===== config.mk =====
export PLATFORM = sky130hd
export DESIGN_NAME = branch_pc_unit_flat
export DESIGN_NICKNAME = d
export VERILOG_FILES = /design/src/rtl/tron_pkg.sv /design/src/rtl/branch_pc_unit_if.sv /design/src/rtl/branch_pc_unit_cond_eval.sv /design/src/rtl/branch_pc_unit.sv /design/src/flat_wrapper.sv
export SDC_FILE = /design/constraint.sdc
export NUM_CORES = 1
export LEC_CHECK = 0
export ABC_AREA = 1
export CAP_MARGIN = 20
export CORE_MARGIN = 3
export CORE_UTILIZATION = 27
export DETAILED_ROUTE_END_ITERATION = 10
export PLACE_DENSITY = 0.57
export SLEW_MARGIN = 20
export SYNTH_ARGS = -nofsm -noshare
export SYNTH_HDL_FRONTEND = slang
export SYNTH_HIERARCHICAL = 1
export SYNTH_SLANG_ARGS = --single-unit

===== constraint.sdc =====
create_clock -name clk -period 2.7 [get_ports clk]
set_clock_uncertainty 0.05 [all_clocks]
set_input_delay 0.54 -clock clk [delete_from_list [all_inputs] [get_ports clk]]
set_output_delay 0.54 -clock clk [all_outputs]
set_load 0.005 [all_outputs]

===== src/rtl/tron_pkg.sv =====
// ---------------------------------------------------------------------------
// tron_pkg
// Definitions shared by the PC/branch stage and any other condition consumer:
//   - br_type_e : instruction redirect class (SEQ, BCOND, JCOND, JAL)
//   - Cond*     : 4-bit condition-code constants
//   - FLAG_*    : bit positions inside the 5-bit ALU flag register
//   - state_e   : PC unit run/halt state
// ---------------------------------------------------------------------------
package tron_pkg;

    typedef enum logic [1:0] {
        BrSeq   = 2'b00,
        BrBcond = 2'b01,
        BrJcond = 2'b10,
        BrJal   = 2'b11
    } br_type_e;

    localparam logic [3:0] CondEq = 4'd0;
    localparam logic [3:0] CondNe = 4'd1;
    localparam logic [3:0] CondCs = 4'd2;
    localparam logic [3:0] CondCc = 4'd3;
    localparam logic [3:0] CondHi = 4'd4;
    localparam logic [3:0] CondLs = 4'd5;
    localparam logic [3:0] CondGt = 4'd6;
    localparam logic [3:0] CondLe = 4'd7;
    localparam logic [3:0] CondFs = 4'd8;
    localparam logic [3:0] CondFc = 4'd9;
    localparam logic [3:0] CondLo = 4'd10;
    localparam logic [3:0] CondHs = 4'd11;
    localparam logic [3:0] CondLt = 4'd12;
    localparam logic [3:0] CondGe = 4'd13;
    localparam logic [3:0] CondUc = 4'd14;
    localparam logic [3:0] CondNv = 4'd15;

    localparam int unsigned FLAG_C = 0;
    localparam int unsigned FLAG_L = 1;
    localparam int unsigned FLAG_F = 2;
    localparam int unsigned FLAG_Z = 3;
    localparam int unsigned FLAG_N = 4;

    typedef enum logic {
        StRun  = 1'b0,
        StHalt = 1'b1
    } state_e;

endpackage


===== src/rtl/branch_pc_unit_if.sv =====
// ---------------------------------------------------------------------------
// branch_pc_unit_if
// Bundle between the controller/ALU side (master) and the PC unit (slave).
//   master drives : flagreg, pcWrite, brType, cond, disp, target
//   slave drives  : pc, link, taken, halted
// ---------------------------------------------------------------------------
interface branch_pc_unit_if #(
    parameter int unsigned WIDTH = 16
);
    logic [4:0]       flagreg;
    logic             pcWrite;
    logic [1:0]       brType;
    logic [3:0]       cond;
    logic [7:0]       disp;
    logic [WIDTH-1:0] target;
    logic [WIDTH-1:0] pc;
    logic [WIDTH-1:0] link;
    logic             taken;
    logic             halted;

    modport master (
        output flagreg, pcWrite, brType, cond, disp, target,
        input  pc, link, taken, halted
    );

    modport slave (
        input  flagreg, pcWrite, brType, cond, disp, target,
        output pc, link, taken, halted
    );
endinterface


===== src/rtl/branch_pc_unit_cond_eval.sv =====
// ---------------------------------------------------------------------------
// cond_eval
// Purely combinational condition-code decoder.
//   flagreg  in  5  ALU flags {N,Z,F,L,C}
//   cond     in  4  condition code
//   condTrue out 1  condition holds for the given flags
// ---------------------------------------------------------------------------
module cond_eval
    import tron_pkg::*;
(
    input  logic [4:0] flagreg,
    input  logic [3:0] cond,
    output logic       condTrue
);
    logic w_c, w_l, w_f, w_z, w_n;

    assign w_c = flagreg[FLAG_C];
    assign w_l = flagreg[FLAG_L];
    assign w_f = flagreg[FLAG_F];
    assign w_z = flagreg[FLAG_Z];
    assign w_n = flagreg[FLAG_N];

    always_comb begin
        condTrue = 1'b0;
        case (cond)
            CondEq:  condTrue = w_z;
            CondNe:  condTrue = ~w_z;
            CondCs:  condTrue = w_c;
            CondCc:  condTrue = ~w_c;
            CondHi:  condTrue = w_l;
            CondLs:  condTrue = ~w_l;
            CondGt:  condTrue = w_n;
            CondLe:  condTrue = ~w_n;
            CondFs:  condTrue = w_f;
            CondFc:  condTrue = ~w_f;
            CondLo:  condTrue = ~w_l & ~w_z;
            CondHs:  condTrue = w_l | w_z;
            CondLt:  condTrue = ~w_n & ~w_z;
            CondGe:  condTrue = w_n | w_z;
            CondUc:  condTrue = 1'b1;
            CondNv:  condTrue = 1'b0;
            default: condTrue = 1'b0;
        endcase
    end
endmodule


===== src/rtl/branch_pc_unit.sv =====
// ---------------------------------------------------------------------------
// branch_pc_unit
// Architectural PC register, JAL link register and run/halt FSM.
//   clk      in   system clock, rising edge
//   reset_n  in   asynchronous active-low reset
//   bus      slave modport of branch_pc_unit_if:
//            flagreg/pcWrite/brType/cond/disp/target in,
//            pc/link/taken/halted out
// A retiring BCOND to itself with condition UC parks the unit in HALT until
// reset.
// ---------------------------------------------------------------------------
module branch_pc_unit
    import tron_pkg::*;
#(
    parameter int unsigned      WIDTH    = 16,
    parameter logic [WIDTH-1:0] RESET_PC = '0
) (
    input  logic               clk,
    input  logic               reset_n,
    branch_pc_unit_if.slave    bus
);
    logic [WIDTH-1:0] r_pc, w_pc_d;
    logic [WIDTH-1:0] r_link, w_link_d;
    logic             r_taken, w_taken_d;
    state_e           r_state, w_state_d;

    logic             w_cond_true;
    logic [WIDTH-1:0] w_pc_inc;
    logic [WIDTH-1:0] w_pc_disp;
    br_type_e         w_br_type;
    logic             w_self_loop;

    cond_eval u_cond_eval (
        .flagreg  (bus.flagreg),
        .cond     (bus.cond),
        .condTrue (w_cond_true)
    );

    assign w_br_type   = br_type_e'(bus.brType);
    assign w_pc_inc    = r_pc + WIDTH'(1);
    assign w_pc_disp   = r_pc + {{(WIDTH-8){bus.disp[7]}}, bus.disp};
    assign w_self_loop = (bus.cond == CondUc) && (bus.disp == 8'h00);

    always_comb begin
        w_pc_d    = r_pc;
        w_link_d  = r_link;
        w_taken_d = 1'b0;
        w_state_d = r_state;
        if (r_state == StRun && bus.pcWrite) begin
            unique case (w_br_type)
                BrSeq: begin
                    w_pc_d = w_pc_inc;
                end
                BrBcond: begin
                    if (w_cond_true) begin
                        w_pc_d    = w_pc_disp;
                        w_taken_d = 1'b1;
                    end else begin
                        w_pc_d = w_pc_inc;
                    end
                    // UC with zero displacement is the program-end idiom.
                    if (w_self_loop) begin
                        w_state_d = StHalt;
                    end
                end
                BrJcond: begin
                    if (w_cond_true) begin
                        w_pc_d    = bus.target;
                        w_taken_d = 1'b1;
                    end else begin
                        w_pc_d = w_pc_inc;
                    end
                end
                BrJal: begin
                    w_link_d  = w_pc_inc;
                    w_pc_d    = bus.target;
                    w_taken_d = 1'b1;
                end
                default: ;
            endcase
        end
    end

    always_ff @(posedge clk or negedge reset_n) begin
        if (!reset_n) begin
            r_pc    <= RESET_PC;
            r_link  <= '0;
            r_taken <= 1'b0;
            r_state <= StRun;
        end else begin
            r_pc    <= w_pc_d;
            r_link  <= w_link_d;
            r_taken <= w_taken_d;
            r_state <= w_state_d;
        end
    end

    assign bus.pc     = r_pc;
    assign bus.link   = r_link;
    assign bus.taken  = r_taken;
    assign bus.halted = (r_state == StHalt);
endmodule


===== src/flat_wrapper.sv =====
// flat-port wrapper written by rule: the top's interface ports become plain ports
module branch_pc_unit_flat import tron_pkg::*;
#(
    parameter int unsigned      WIDTH    = 16,
    parameter logic [WIDTH-1:0] RESET_PC = '0
)
  (clk, reset_n, bus_flagreg, bus_pcWrite, bus_brType, bus_cond, bus_disp, bus_target, bus_pc, bus_link, bus_taken, bus_halted);
  branch_pc_unit_if #(.WIDTH(WIDTH)) bus_i ();
  input  logic clk;
  input  logic reset_n;
  input wire logic [$bits(bus_i.flagreg)-1:0] bus_flagreg;
  input wire logic [$bits(bus_i.pcWrite)-1:0] bus_pcWrite;
  input wire logic [$bits(bus_i.brType)-1:0] bus_brType;
  input wire logic [$bits(bus_i.cond)-1:0] bus_cond;
  input wire logic [$bits(bus_i.disp)-1:0] bus_disp;
  input wire logic [$bits(bus_i.target)-1:0] bus_target;
  output wire logic [$bits(bus_i.pc)-1:0] bus_pc;
  output wire logic [$bits(bus_i.link)-1:0] bus_link;
  output wire logic [$bits(bus_i.taken)-1:0] bus_taken;
  output wire logic [$bits(bus_i.halted)-1:0] bus_halted;
  assign bus_i.flagreg = bus_flagreg;
  assign bus_i.pcWrite = bus_pcWrite;
  assign bus_i.brType = bus_brType;
  assign bus_i.cond = bus_cond;
  assign bus_i.disp = bus_disp;
  assign bus_i.target = bus_target;
  assign bus_pc = bus_i.pc;
  assign bus_link = bus_i.link;
  assign bus_taken = bus_i.taken;
  assign bus_halted = bus_i.halted;
  branch_pc_unit #(.WIDTH(WIDTH), .RESET_PC(RESET_PC)) u_core (.clk(clk), .reset_n(reset_n), .bus(bus_i));
endmodule

==> results.ini, run 1 <==
[setup_path]
startpoint_type=primary input
cp-end-kind=register
cpMostUsedCell=nand2_1
path_max_fanout=5
crit_path_top_delay_cell=clkdlybuf4s50_1
worstPathArrival_ps=2650
critPathKind=in2reg
required_ps=2860
cp_cell_sequence=clkdlybuf4s50_1, inv_2, nor2_4, nand2_1, nand2_1, nand3_1, nand2_1, nand3_1, nor2_1, nor2_2, inv_1, o21ai_0, nand2_1, a21oi_1, a221o_1, o21ai_0
rrSetupSlack_ps=460
critPathMaxStageDelay_ps=560

[synthesis]
ys_ff_latch=34
synth_mux_area_frac=0
yosys.area_share.simple=0.433
synthAdderAreaFrac=0.0776
async_flop_share=1.00
synth_top_family_by_area=simple AND/OR/NAND/NOR gates
ys.flop_type=dfrtp_1
synthTopCellsByArea=nand2_1 (26%), dfrtp_1 (24%), inv_1 (8.0%)
synth.distinct_cells=38
synth_edf_count=0
synthCells=590
synth.top_cell.area_share=0.256
synth_compound_area_frac=0.110
syn-cell-area_mm2=0.00348
synth_xor_area_frac=0.0302
synth_top_area_cell=nand2_1
ys_seq_area_frac=0.244
synth_nets=649
yosysWarnings=6
avgSynthCellArea_um2=5.91

[placed_design]
gp_congestion=0.846
dp_slack_ps=-146
portBuffers=71
hpwl_mm=8.88

[clock_network]
cts.root.buffer_cell=clkbuf_16
htreeDepth=2
cts_tree=yes
cts_made_buffers=5
clock_latency_ps=290
clkTransAtPathRegs_ps=60
cts_max_path_buffers=2
cts_sinks=34

[routing]
vias=3919
wl_mm=11.0
wl_per_cell_um=13.1
drt-initial-drc-count=244
drc=0
vias_per_cell=4.64
firstDrtPassIters=5
detail-route-antenna-nets=0

[sta]
hold_viol=0
worst-slew-pin-transition_ps=828
slew_viol_final=0
post-route-period-util=0.924
fmax_mhz=401
setup_violations=0
fin_ws_ps=205
setup_tns_ps=0
min_period_ps=2490
rsz0062_at_grt=false
slew_headroom=0.448

[grt]
grt_usage=0.158
first_global_vias=3849
grt-ovfl-total=0
grt_max_degree=35
grt_pass1_wl_mm=18.6
grt_antenna_before_repair=0

[floorplan]
die-height_um=120
start_util=0.283
rows=40
coreArea_mm2=0.0123
die-width_um=120
die-area_mm2=0.0143
boundaryPins=72

[pwr]
power_density_mw_per_mm2=316
leakage_uw=0.00248
ir_drop_v=0.000211
power_uw=1480

[cells_and_area]
fin_nets=734
drive_gt1_frac=0.0769
syn2layout_area_growth_pct=34.6
diodes=0

[hold_path]
holdCritPathClass=in2async

[outcome]
outcome=complete, no violations

[job]
drv_cap=0

==> where the power goes <==
group	leakage [uW]	switching, uW	internal, uW
combinational	0.00196	217	165
clock	0.0000739	225	366
sequential	0.000444	0	510
total	0.00248	442	1040
==> worst paths after layout <==
kind / from / endpoint / cells past startpoint
worst max-delay path: bus_cond[0] / u_core/bus.pc[4]$_DFFE_PN0P_ / 16
worst min-delay path: reset_n / u_core/bus.pc[13]$_DFFE_PN0P_ / 1
worst max register to register: u_core/bus.pc[1]$_DFFE_PN0P_ / u_core/bus.pc[12]$_DFFE_PN0P_ / 12
worst min register to register: u_core/bus.link[2]$_DFFE_PN0P_ / u_core/bus.link[2]$_DFFE_PN0P_ / 2
max in group asynchronous: reset_n / u_core/bus.pc[5]$_DFFE_PN0P_ / 1
min in group clk: u_core/bus.link[2]$_DFFE_PN0P_ / u_core/bus.link[2]$_DFFE_PN0P_ / 2
==> stage by stage <==
| step | utilization | instance area (um2) | std cells | hold slack [ps] |
|---|---|---|---|---|
| finish | 0.381 | 4690 | 844 | 293 |
| global route | 0.381 | 4690 | 844 | 359 |
| CTS | 0.379 | 4660 | 843 | 335 |
| detailed placement | 0.367 | 4510 | 835 | 416 |
| global placement | 0.367 | 4510 | 835 | 413 |
| floorplan | - | 3480 | 590 | 194 |
==> worst max-delay path, delay by kind of cell <==
family	cells	cell delay, ps
AO/OA/AOI/OAI	4	560
buffers and inverters	3	730
AND/OR/NAND/NOR	9	810
==> flip-flops by register name, summed over array words and instances, names as in the netlist <==
| signal | count |
|---|---|
| u_core/bus.taken | 1 |
| u_core/bus.link | 16 |
| u_core/bus.halted | 1 |
| u_core/bus.pc | 16 |
==> metal layers <==
| metal | global-route usage | wire length [um] | vias up |
|---|---|---|---|
| met1 | 0.212 | 5290 | 1767 |
| met3 | 0.0339 | 539 | 6 |
| met2 | 0.266 | 5110 | 109 |
| met5 | 0 | 0 | - |
| li1 | - | - | 2037 |
| met4 | 0.0286 | 99 | 0 |
==> logic make-up after synthesis <==
| logic type | Yosys count |
|---|---|
| compound gates | 69 |
| buf+inv | 97 |
| fa+ha+maj | 21 |
| flops | 34 |
| simple gates | 357 |
| xor+xnor | 12 |
==> placed cells by master (no fill, tap or decap), types with 2 or more instances in the layout <==
| master | netlist | layout |
|---|---|---|
| a211oi_1 | 2 | 2 |
| a21oi_1 | 29 | 29 |
| a22oi_1 | 2 | 2 |
| buf_4 | 0 | 21 |
| clkbuf_16 | 0 | 5 |
| clkdlybuf4s50_1 | 0 | 68 |
| clkinv_1 | 2 | 2 |
| dfrtp_1 | 34 | 34 |
| dlymetal6s2s_1 | 0 | 2 |
| ha_1 | 20 | 20 |
| inv_1 | 74 | 74 |
| inv_2 | 5 | 5 |
| nand2_1 | 238 | 238 |
| nand3_1 | 43 | 43 |
| nand3b_1 | 2 | 2 |
| nand4_1 | 6 | 6 |
| nor2_1 | 50 | 46 |
| nor2_2 | 2 | 5 |
| nor2_4 | 3 | 4 |
| nor3_1 | 5 | 5 |
| nor4_1 | 2 | 2 |
| o21ai_0 | 22 | 22 |
| o21ai_1 | 6 | 6 |
| xor2_1 | 11 | 11 |
==> synth_stat cells, types with 2 or more instances <==
master / instances
nand2_1: 238
inv_1: 74
nor2_1: 50
nand3_1: 43
dfrtp_1: 34
a21oi_1: 29
o21ai_0: 22
ha_1: 20
clkbuf_1: 12
xor2_1: 11
nand4_1: 6
o21ai_1: 6
inv_2: 5
nor3_1: 5
buf_2: 4
nor2_4: 3
a211oi_1: 2
a22oi_1: 2
clkinv_1: 2
nand3b_1: 2
nor2_2: 2
nor4_1: 2
==> layout make-up <==
| type | count | area, um2 |
|---|---|---|
| Tap cell | 168 | 210 |
| Fill cell | 1386 | 7620 |
| Sequential cell | 34 | 851 |
| Clock buffer | 7 | 143 |
| Multi-Input combinational cell | 459 | 2280 |
| Inverter | 81 | 304 |
| Clock inverter | 1 | 5.00 |
| Timing Repair Buffer | 94 | 900 |
==> repair_timing <==
action	CTS	global route
resized for setup	0	8
endpoints found under the setup margin	0	14
buffers inserted	0	1
hold buffers	0	0
(Power assumes the default switching activity.)
==> inputs of run 2 (changes only) <==
--- a/config.mk
+++ b/config.mk
@@ -6,7 +6,7 @@
 export NUM_CORES = 1
 export LEC_CHECK = 0
 export ABC_AREA = 1
-export CAP_MARGIN = 20
+export CAP_MARGIN = 25
 export CORE_MARGIN = 3
 export CORE_UTILIZATION = 27
 export DETAILED_ROUTE_END_ITERATION = 10
==> results of run 2 <==
Same layout as run 1: the final DEF is identical, and so are final timing and power.
==> inputs of run 3 (changes only) <==
--- a/config.mk
+++ b/config.mk
@@ -8,9 +8,9 @@
 export ABC_AREA = 1
 export CAP_MARGIN = 25
 export CORE_MARGIN = 3
-export CORE_UTILIZATION = 27
+export CORE_UTILIZATION = 45
 export DETAILED_ROUTE_END_ITERATION = 10
-export PLACE_DENSITY = 0.57
+export PLACE_DENSITY = 0.81
 export SLEW_MARGIN = 20
 export SYNTH_ARGS = -nofsm -noshare
 export SYNTH_HDL_FRONTEND = slang
==> run 3 against run 2 <==
Wire length down 4.6%. Die area is 38% lower. Clock power down 34%. Largest power group is now sequential cells. Non-clock buffer count rose by 3. Largest cell class unchanged. Sequential power hardly changed. Total power down 14%. Via count increased by 3.8%. Register-to-register slack worse by 30 ps. Sequential share of layout area grew 0.55 points. Critical path type unchanged.
==> results.ini, run 3 (synthesis results as in run 1) <==
[sta]
slew_headroom=0.707  ; was 0.448
slew_viol_final=0  ; unchanged
fmax_mhz=396  ; was 401 MHz
post-route-period-util=0.935  ; was 0.924
hold_viol=0  ; unchanged
worst_hold_slack_ps=435  ; was 293 ps
min_period_ps=2520  ; was 2490 ps
setup_violations=0  ; unchanged
rsz0062_at_grt=false  ; unchanged
setup_tns_ps=0  ; unchanged
worst-slew-pin-transition_ps=440  ; was 828 ps

[setup_path]
startpoint_type=primary input  ; unchanged
crit_path_top_delay_cell=clkdlybuf4s50_1  ; unchanged
cp-end-kind=register  ; unchanged
path_max_fanout=18  ; was 5
critPathMaxStageDelay_ps=560  ; about the same
cp_cell_sequence=clkdlybuf4s50_1, inv_1, nor2_2, nand2_1, nor2_1, nor2_1, nand3_1, nor2_1, nor2_2, inv_1, buf_4, nor2_1, nor2_1, nor2_1, nand2_1, nand2_1, nand2_1, nand2_1, nand2_1  ; was clkdlybuf4s50_1, inv_2, nor2_4, nand2_1, nand2_1, nand3_1, nand2_1, nand3_1, nor2_1, nor2_2, inv_1, o21ai_0, nand2_1, a21oi_1, a221o_1, o21ai_0
required_ps=2830  ; was 2860 ps
worstPathArrival_ps=2650  ; about the same
critPathKind=in2reg  ; unchanged

[clock_network]
cts_made_buffers=5  ; unchanged
postCtsSetupBuffers=0  ; unchanged
cts.root.buffer_cell=clkbuf_8  ; was clkbuf_16
htreeDepth=2  ; unchanged
cts_tree=yes  ; unchanged
cts_sinks=34  ; unchanged
clock_latency_ps=280  ; was 290 ps
hold_buffers=0  ; unchanged
cts_max_path_buffers=2  ; unchanged
clkTransAtPathRegs_ps=70  ; was 60 ps

[grt]
grt_usage=0.236  ; was 0.158
grt_antenna_before_repair=0  ; unchanged
first_global_vias=3724  ; was 3849
grt-ovfl-total=0  ; unchanged
grt_max_degree=35  ; unchanged
grt_pass1_wl_mm=16.8  ; was 18.6 mm

[hold_path]
holdCritPathClass=reg2reg  ; was in2async

[pwr]
power_density_mw_per_mm2=281  ; was 316 mW/mm2
ir_drop_v=0.000270  ; was 0.000211 V
leakage_uw=0.00245  ; was 0.00248 uW

[cells_and_area]
drive_gt1_frac=0.0795  ; was 0.0769
diodes=0  ; unchanged
fin_nets=737  ; was 734
finalNonFillerCells=778  ; was 844
final_common_cell=nand2_1  ; unchanged
syn2layout_area_growth_pct=30.7  ; was 34.6%
fin_util=0.618  ; was 0.381
mostFrequentLayoutCells=nand2_1 (238), inv_1 (74), clkdlybuf4s50_1 (70), nor2_1 (46), nand3_1 (43)  ; was nand2_1 (238), inv_1 (74), clkdlybuf4s50_1 (68), nor2_1 (46), nand3_1 (43)

[floorplan]
die-area_mm2=0.00884  ; was 0.0143 mm2
die-height_um=94.0  ; was 120 um
start_util=0.473  ; was 0.283
rows=31  ; was 40
boundaryPins=72  ; unchanged
coreArea_mm2=0.00737  ; was 0.0123 mm2
die-width_um=94.0  ; was 120 um

[job]
drv_cap=0  ; unchanged

[placed_design]
hpwl_mm=8.18  ; was 8.88 mm
portBuffers=71  ; unchanged
placed_cells=770  ; was 835
gp_congestion=0.941  ; was 0.846

[routing]
wl_per_cell_um=13.5  ; was 13.1 um
vias_per_cell=5.23  ; was 4.64
drc=0  ; unchanged
vias=4068  ; was 3919
drt-initial-drc-count=205  ; was 244
wl_mm=10.5  ; was 11.0 mm
firstDrtPassIters=5  ; unchanged
detail-route-antenna-nets=0  ; unchanged

[outcome]
outcome=complete, no violations  ; unchanged

run 3: changes by cell type in the layout (fill, tap and decap cells not counted), sizes merged:
cell and change:
dlymetal6s2s -1, buf +2, clkdlybuf4s50 +2
run 3: final timing paths:
path	end	from	depth (start not counted)	slack (ps)
worst max-delay path	u_core/bus.pc[9]$_DFFE_PN0P_	bus_cond[2]	19	180
worst min-delay path	u_core/bus.link[1]$_DFFE_PN0P_	u_core/bus.link[1]$_DFFE_PN0P_	2	430
worst max register to register	u_core/bus.pc[8]$_DFFE_PN0P_	u_core/bus.pc[0]$_DFFE_PN0P_	16	430
worst min register to register	u_core/bus.link[1]$_DFFE_PN0P_	u_core/bus.link[1]$_DFFE_PN0P_	2	430
max in group asynchronous	u_core/bus.link[4]$_DFFE_PN0P_	reset_n	2	1660
min in group asynchronous	u_core/bus.pc[12]$_DFFE_PN0P_	reset_n	2	610
run 3: timing repair:
| action | 4_1_cts | 5_1_grt |
|---|---|---|
| endpoints found under the hold margin | 0 | 0 |
| endpoints found under the setup margin | 0 | 12 |
| resized for setup | 0 | 5 |
run 3: layout make-up:
cell class                 instances  area (um2)
fill                             692        2820
multi-input combinational        459        2270
timing repair buffer              97         908
sequential                        34         851
inverter                          81         304
tap                               99         124
clock buffer                       7        86.3
clock inverter                     1        5.00
run 3: stage by stage:
stage | area, um2 | power, uW | worst slack, ps
after floorplan | 3480 | 730 | 501
after detailed placement | 4450 | 892 | -162
final | 4550 | 1280 | 177
after global routing | 4550 | 1360 | 26.9
after CTS | 4540 | 1280 | 125
after global placement | 4450 | 888 | -71.0
run 3: critical path, delay by kind of cell:
family,cells,cell delay [ps]
buffers and inverters,4,920
AND/OR/NAND/NOR,15,1190
run 3: power by group:
group / switching [uW] / total, uW / internal, uW
Sequential: 0 / 509 / 509
Clock: 182 / 388 / 206
Combinational: 217 / 381 / 165
run 3: metal layers:
metal  GRT usage  wire length, um  up-vias
met2       0.402             5020      163
met4      0.0830              294        0
met3      0.0385              779       27
met1       0.301             4440     1834
li1            -                -     2044
met5           0                0        -
